`src/rtl/btn_pkg.sv`:
```
// Shared types and constants for the button conditioner.
// Auto-repeat is built only when BTN_AUTOREPEAT_EN is defined.
package btn_pkg;

  typedef enum logic [1:0] {
    RELEASED,
    CONFIRM_PRESS,
    PRESSED,
    CONFIRM_RELEASE
  } btn_state_t;

  localparam int DEF_N_CH           = 2;
  localparam int DEF_SYNC_STAGES    = 2;
  localparam int DEF_PRESCALE       = 50000;
  localparam int DEF_DEBOUNCE_TICKS = 20;
  localparam int DEF_REPEAT_DELAY   = 500;
  localparam int DEF_REPEAT_PERIOD  = 100;

  localparam int MAX_PRESCALE       = 1 << 20;
  localparam int MAX_DEBOUNCE_TICKS = 255;
  localparam int MAX_REPEAT_TICKS   = 4095;

  // The prescaler only ever holds 0..PRESCALE-1, the other counters reach their maximum.
  localparam int PS_W  = $clog2(MAX_PRESCALE);
  localparam int DB_W  = $clog2(MAX_DEBOUNCE_TICKS + 1);
  localparam int RPT_W = $clog2(MAX_REPEAT_TICKS + 1);

endpackage

```
`src/rtl/btn_channel.sv`:
```
// One button channel: input synchronizer, debounce FSM and, with
// BTN_AUTOREPEAT_EN defined, the auto-repeat counter.
module btn_channel
  import btn_pkg::*;
#(
  parameter int SYNC_STAGES    = DEF_SYNC_STAGES,
  parameter int DEBOUNCE_TICKS = DEF_DEBOUNCE_TICKS
`ifdef BTN_AUTOREPEAT_EN
  ,
  parameter int REPEAT_DELAY   = DEF_REPEAT_DELAY,
  parameter int REPEAT_PERIOD  = DEF_REPEAT_PERIOD
`endif
) (
  input  logic clk,
  input  logic rst,
  input  logic tick,
  input  logic btn_in,
  output logic level,
  output logic press,
  output logic release_pulse,
  output logic rpt
);

  localparam logic [DB_W-1:0] DB_LAST = DB_W'(DEBOUNCE_TICKS - 1);

  logic [SYNC_STAGES-1:0] sync_q;
  logic                   synced;
  btn_state_t             state, state_next;
  logic [DB_W-1:0]        db_cnt, db_cnt_next;
  logic                   press_next, release_next;

  always_ff @(posedge clk or negedge rst) begin
    if (!rst) begin
      sync_q        <= '0;
      state         <= RELEASED;
      db_cnt        <= '0;
      press         <= 1'b0;
      release_pulse <= 1'b0;
    end else begin
      sync_q        <= {sync_q[SYNC_STAGES-2:0], btn_in};
      state         <= state_next;
      db_cnt        <= db_cnt_next;
      press         <= press_next;
      release_pulse <= release_next;
    end
  end

  assign synced = sync_q[SYNC_STAGES-1];

  // A level change is accepted on the tick that brings the counter to DEBOUNCE_TICKS.
  always_comb begin
    state_next   = state;
    db_cnt_next  = db_cnt;
    press_next   = 1'b0;
    release_next = 1'b0;
    case (state)
      RELEASED: begin
        if (synced) begin
          state_next  = CONFIRM_PRESS;
          db_cnt_next = '0;
        end
      end
      CONFIRM_PRESS: begin
        if (!synced) begin
          state_next = RELEASED;
        end else if (tick) begin
          if (db_cnt >= DB_LAST) begin
            state_next = PRESSED;
            press_next = 1'b1;
          end else if (db_cnt != '1) begin
            db_cnt_next = db_cnt + 1'b1;
          end
        end
      end
      PRESSED: begin
        if (!synced) begin
          state_next  = CONFIRM_RELEASE;
          db_cnt_next = '0;
        end
      end
      CONFIRM_RELEASE: begin
        if (synced) begin
          state_next = PRESSED;
        end else if (tick) begin
          if (db_cnt >= DB_LAST) begin
            state_next   = RELEASED;
            release_next = 1'b1;
          end else if (db_cnt != '1) begin
            db_cnt_next = db_cnt + 1'b1;
          end
        end
      end
      default: state_next = RELEASED;
    endcase
  end

  assign level = (state == PRESSED) || (state == CONFIRM_RELEASE);

`ifdef BTN_AUTOREPEAT_EN
  localparam logic [RPT_W-1:0] DELAY_LAST  = RPT_W'(REPEAT_DELAY - 1);
  localparam logic [RPT_W-1:0] PERIOD_LAST = RPT_W'(REPEAT_PERIOD - 1);

  logic [RPT_W-1:0] rpt_cnt;
  logic             rpt_first;
  logic             rpt_q;

  // Counts only while firmly held; a bounce through CONFIRM_RELEASE just pauses it.
  always_ff @(posedge clk or negedge rst) begin
    if (!rst) begin
      rpt_cnt   <= '0;
      rpt_first <= 1'b1;
      rpt_q     <= 1'b0;
    end else begin
      rpt_q <= 1'b0;
      if (press_next) begin
        rpt_cnt   <= '0;
        rpt_first <= 1'b1;
      end else if (state == PRESSED && synced && tick) begin
        if (rpt_cnt >= (rpt_first ? DELAY_LAST : PERIOD_LAST)) begin
          rpt_cnt   <= '0;
          rpt_first <= 1'b0;
          rpt_q     <= 1'b1;
        end else begin
          rpt_cnt <= rpt_cnt + 1'b1;
        end
      end
    end
  end

  assign rpt = rpt_q;
`else
  assign rpt = 1'b0;
`endif

endmodule

```
`src/rtl/btn_conditioner.sv`:
```
// Multi-channel button conditioner: one shared tick prescaler feeding N_CH
// independent debounce channels. Auto-repeat needs BTN_AUTOREPEAT_EN.
module btn_conditioner
  import btn_pkg::*;
#(
  parameter int N_CH           = DEF_N_CH,
  parameter int SYNC_STAGES    = DEF_SYNC_STAGES,
  parameter int PRESCALE       = DEF_PRESCALE,
  parameter int DEBOUNCE_TICKS = DEF_DEBOUNCE_TICKS,
  parameter int REPEAT_DELAY   = DEF_REPEAT_DELAY,
  parameter int REPEAT_PERIOD  = DEF_REPEAT_PERIOD
) (
  input  logic            clk,
  input  logic            rst,
  input  logic [N_CH-1:0] btn_in,
  output logic [N_CH-1:0] level,
  output logic [N_CH-1:0] press,
  output logic [N_CH-1:0] release_pulse,
  output logic [N_CH-1:0] rpt
);

  localparam logic [PS_W-1:0] PS_LAST = PS_W'(PRESCALE - 1);

  if (N_CH < 1 || N_CH > 16 || SYNC_STAGES < 2 || SYNC_STAGES > 4 ||
      PRESCALE < 1 || PRESCALE > MAX_PRESCALE ||
      DEBOUNCE_TICKS < 1 || DEBOUNCE_TICKS > MAX_DEBOUNCE_TICKS ||
      REPEAT_DELAY < 1 || REPEAT_DELAY > MAX_REPEAT_TICKS ||
      REPEAT_PERIOD < 1 || REPEAT_PERIOD > MAX_REPEAT_TICKS) begin : g_bad_params
    $error("btn_conditioner: parameter out of range");
  end

  logic [PS_W-1:0] ps_cnt;
  logic            tick;

  assign tick = (ps_cnt == PS_LAST);

  always_ff @(posedge clk or negedge rst) begin
    if (!rst) begin
      ps_cnt <= '0;
    end else begin
      ps_cnt <= tick ? '0 : ps_cnt + 1'b1;
    end
  end

  for (genvar g = 0; g < N_CH; g++) begin : g_ch
    btn_channel #(
      .SYNC_STAGES   (SYNC_STAGES),
      .DEBOUNCE_TICKS(DEBOUNCE_TICKS)
`ifdef BTN_AUTOREPEAT_EN
      ,
      .REPEAT_DELAY  (REPEAT_DELAY),
      .REPEAT_PERIOD (REPEAT_PERIOD)
`endif
    ) u_channel (
      .clk          (clk),
      .rst          (rst),
      .tick         (tick),
      .btn_in       (btn_in[g]),
      .level        (level[g]),
      .press        (press[g]),
      .release_pulse(release_pulse[g]),
      .rpt          (rpt[g])
    );
  end

endmodule

```
`config.mk`:
```
export PLATFORM = sky130hd
export DESIGN_NAME = btn_conditioner
export DESIGN_NICKNAME = d
export VERILOG_FILES = /design/src/rtl/btn_pkg.sv /design/src/rtl/btn_channel.sv /design/src/rtl/btn_conditioner.sv
export SDC_FILE = /design/constraint.sdc
export NUM_CORES = 1
export LEC_CHECK = 0
export CORE_ASPECT_RATIO = 1.25
export CORE_MARGIN = 2
export CORE_UTILIZATION = 63
export DETAILED_ROUTE_END_ITERATION = 6
export PLACE_DENSITY = 0.85
export SLEW_MARGIN = 20
export SYNTH_ARGS = -nofsm -noshare
export SYNTH_HDL_FRONTEND = slang
export SYNTH_SLANG_ARGS = --single-unit
```
`constraint.sdc`:
```
create_clock -name clk -period 3.4 [get_ports clk]
set_input_delay 0.34 -clock clk [delete_from_list [all_inputs] [get_ports clk]]
set_output_delay 0.34 -clock clk [all_outputs]
set_load 0.02 [all_outputs]
```
# Word-level counts from Yosys, hierarchy flattened
# Index checks and enable logic that the tools add are counted.
[classes] n_eq_ne=25 mux=47 order_cmp=2 n_addsub=3 reduce_logical=8
[op_table] operator="8-bit two-way mux" count=14
[op_table] operator="8-bit one-hot mux with 4 select lines" count=2
[op_table] operator="2-bit two-way mux" count=16
[op_table] operator="20-bit by 1-bit adder with 20-bit output (second input constant)" count=1
[op_table] operator="20-bit by 16-bit equality test with 1-bit output (second input constant)" count=1
[op_table] operator="20-bit two-way mux" count=1
[op_table] operator="8-bit by 1-bit adder with 8-bit output (second input constant)" count=2
[op_table] operator="8-bit by 5-bit greater-or-equal comparator with 1-bit output (second input constant)" count=2
[op_table] operator="8-bit inequality test (second input constant)" count=2
[op_table] operator="2-bit one-hot mux with 4 select lines" count=2
[op_table] operator="1-bit two-way mux" count=12
[op_table] operator="3-bit inequality test (second input constant)" count=4
[op_table] operator="6-bit AND reduction" count=2
[op_table] operator="2-bit equality test (second input constant)" count=4
[op_table] operator="2-bit by 1-bit inequality test with 1-bit output (second input constant)" count=4
[op_table] operator="2-bit inequality test (second input constant)" count=4
[op_table] operator="4-bit AND reduction" count=2
[op_table] operator="3-bit by 1-bit inequality test with 1-bit output (second input constant)" count=2
[op_table] operator="3-bit by 2-bit inequality test with 1-bit output (second input constant)" count=2
[op_table] operator="2-bit by 1-bit equality test with 1-bit output (second input constant)" count=2
[op_table] operator="2-bit zero test" count=2
[op_table] operator="1-bit logical OR" count=2
[word_totals] word_cells=96 input_bits=4 ff_bits=48 out_inout_bits=8

# Longest topological paths before layout
[depth] ltp_word=6 ltp_mapped=6 ltp_nobuf=5

# Cells and area by module
# From an unflattened synthesis, not the netlist that was laid out.
[unflattened] hier_cells=192 area_unflattened_um2=2204.6
[by_module_without_submodules] mod="btn_channel" cells_per_inst=54 instances=2 area_per_inst_um2=635.6 seq_area_each_um2=350.3
[by_module_without_submodules] mod="btn_conditioner" cells_per_inst=84 instances=1 area_per_inst_um2=933.4 seq_area_each_um2=500.5

# Least setup slack after synthesis
# Ideal clock, no wire load.
[synth_timing] path_type="reg2reg" from="reg g_ch[1].u_channel.db_cnt[0]" to="reg with a tool-made name" arrival_time_ps=1533 path_stages_with_launch=5 setup_time_ps=125 path_buffers=0 slack_ps=1742 t_required_ps=3275 period_less_slack_ps=1658 path_cell_list="dfrtp_1 > ha_1 > o31a_1 > o2111ai_1 > mux2_2"
[synth_rtl] item="start, declared" line_no="btn_channel.sv:29" text="logic [DB_W-1:0] db_cnt, db_cnt_next;"
[synth_rtl] item="start signal, assigned" line_no="btn_channel.sv:42" text="db_cnt <= db_cnt_next;"

==> results.cfg <==
[worst_setup_path]
cp_max_fo = 13
crit_chain = nor4_1 > and4b_1 > o2111ai_1 > mux2_2
start_kind = flip-flop
cp.required_ns = 3.59
crit_path_start = ps_cnt[11]
rr_startpoint = ps_cnt[11]
crit_arrival_ns = 2.26
critical_path_class = flip-flop to flip-flop
cp-end-kind = flip-flop
critical_path.slowest_cell = and4b_1
critPathMaxStageDelay_ns = 0.54
rr_worst_depth = 4

[yosys]
synth_top_cell_area_share_pct = 53.51
synthArstFlopShare_pct = 100.0
yosys_warnings = 0
ys_seq_area_share_pct = 53.51
ys.flop_type = dfrtp_1
synth_edf_count = 0
synth_common_cells = 48 x dfrtp_1, 16 x nor2_1, 14 x nand2_1, 14 x xor2_1, 10 x nand3_1
syn_inst = 211
synth_most_common_cell = dfrtp_1
syn-mean-instance-area_um2 = 10.64
ys_types = 39
synthesis.area_mm2 = 0.002245
ys_seq_elements = 48
synth.top_cells.by_area = dfrtp_1 54%, xor2_1 5.5%, buf_4 2.7%
synth_top_area_cell = dfrtp_1

[clocking]
hold_buffers = 0
postCtsSetupRepairBufs = 0
clkLatencyLatePin_ns = 0.30
cts_root_buf = clkbuf_8
cts-buffers-inserted = 5
clkTransAtPathRegs_ns = 0.08
htree_levels = 2
cts_tree = built
cts-resized-gates = 0
cts_sinks = 48
cts_buffer_depth = 2

[floorplanning]
rows = 24
design.core.area_mm2 = 0.003453
die_h_um = 70.74
ioPinCount = 12
dieArea_mm2 = 0.004059
start_util_pct = 65.00
fp.dieW_um = 57.39

[power_and_ir_drop]
clockPowerShare_pct = 35.9
p_sw_uw = 200.5
leakagePower_nw = 1.109
p_int_uw = 741.9
ir_worst_vdd_v = 0.0003462
p_sw_share_pct = 21.28
p_seq_share_pct = 61.4
p_per_area_mw_per_mm2 = 392.5
comb_power_share_pct = 2.7

[grt]
grt_pass1_vias = 1618
antenna_found_initial = 0
grt_pass1_wl_um = 7514
grt_max_degree = 49
track_usage_pct = 24.46
grt_overflow = 0

[drt]
vias_per_cell = 6.168
wl_per_cell_um = 16.67
drt_first_pass_iters = 4
route.detailed.drc = 0
drt-initial-drc-count = 65
ant_nets = 0
drt-total-wl_um = 4268
dr_total_vias = 1579

[final_layout]
fin_cells = 256
multi_input_area_um2 = 955.9
drive_above_1_share_pct = 6.452
antenna_cells = 0
area_delta_synth_final_pct = 6.968
fillers = 238
seqCellArea_mm2 = 0.001201
nets = 223
post-route-util_pct = 69.53

[placement]
finalWeightedCongestion = 0.9342
dp_cells = 248
place.port_buffers = 9
dp_hpwl_um = 2986
pre_cts_slack_ns = 1.359

[job]
max_cap_viol_count = 0

[sta]
drv_slew = 0
maxSlewHeadroom_pct = 46.03
setup-tns-final_ns = 0
timing.final.crit_share_pct = 60.90
worstMarginPinSlew_ns = 0.8037
rsz0062_at_grt = no
finalWorstSetupSlack_ns = 1.329
fin_hold_ws_ns = 0.03843
max_freq_mhz = 483.0
hold_violations = 0
fin_skew_ns = 0.005240
finalSetupViolations = 0
period_needed_ns = 2.071

[outcome]
status = completed

[hold_path]
hp-class = primary input to asynchronous set/reset pin
state kept, by name (all words and copies together), names as in the netlist, named ones only:
name                          flops
g_ch.u_channel.release_pulse      2
ps_cnt                           20
g_ch.u_channel.press              2
g_ch.u_channel.db_cnt            16
g_ch.u_channel.sync_q             4
g_ch.u_channel.state              2
worst max-delay path: cells and delay by family, from the launching register on:
kind / cells / cell delay (ns)
AOI/OAI and AO/OA: 1 / 0.30
DFF: 1 / 0.43
muxes: 1 / 0.34
and+or+nand+nor: 2 / 0.89
layout by cell type (no fill, tap or decap), types with 8 or more instances in the layout:
cell type | synthesis | layout
xor2_1 | 14 | 14
nand3_1 | 10 | 10
nor2_1 | 16 | 16
clkdlybuf4s50_1 | 0 | 8
a21oi_1 | 8 | 8
and3_1 | 8 | 8
nand4_1 | 8 | 8
dfrtp_1 | 48 | 48
nand2_1 | 14 | 14
nor2b_1 | 8 | 8
layout make-up:
class / instances / area share, %
inverters: 4 / 0.6253
clock inverters: 2 / 0.4169
multi-input cells: 148 / 39.81
clock buffers: 6 / 3.439
flip-flops and latches: 48 / 50.03
repair buffers: 9 / 3.648
well taps: 39 / 2.032
worst paths after layout:
| path | slack (ns) | end |
|---|---|---|
| min reg2reg | 0.36 | g_ch[0].u_channel.sync_q[1] |
| max | 1.33 | flip-flop |
| min | 0.04 | g_ch[1].u_channel.db_cnt[5] |
| max in group asynchronous | 2.97 | g_ch[0].u_channel.db_cnt[5] |
| max reg2reg | 1.33 | flip-flop |
| min in group clk | 0.36 | g_ch[0].u_channel.sync_q[1] |
metrics by stage:
step                      cell area, um2  power (mW)
after global placement              2306      0.6137
final                               2401      0.9424
after floorplan                     2248      0.6000
after global routing                2401      0.9768
after CTS                           2399      0.9520
after detailed placement            2306      0.6153
logic make-up after synthesis:
group | Yosys count | synth area share (%)
AND/OR/NAND/NOR | 94 | 23.80
XOR/XNOR | 20 | 7.804
AO/OA/AOI/OAI | 27 | 7.971
buffers and inverters | 16 | 4.069
flip-flops | 48 | 53.51
other | 1 | 0.1671
multiplexers | 2 | 1.003
adder cells (fa/ha/maj) | 3 | 1.672
power groups by stage:
stage                     Clock, mW  Sequential, mW  Combinational (mW)
after floorplan                   0           0.589              0.0115
after global placement            0           0.589              0.0246
after detailed placement          0           0.590              0.0257
after CTS                     0.348           0.578              0.0259
after global routing          0.368           0.579              0.0297
final                         0.339           0.578              0.0255
routing by layer:
layer	part of all wire, %	vias up	GRT usage (%)
li1	-	758	-
met1	40	784	29.91
met2	55	29	41.16
met3	2.6	8	6.033
met4	1.6	0	10.08
met5	0	-	0
No activity file was read; power rests on OpenSTA's default activity.
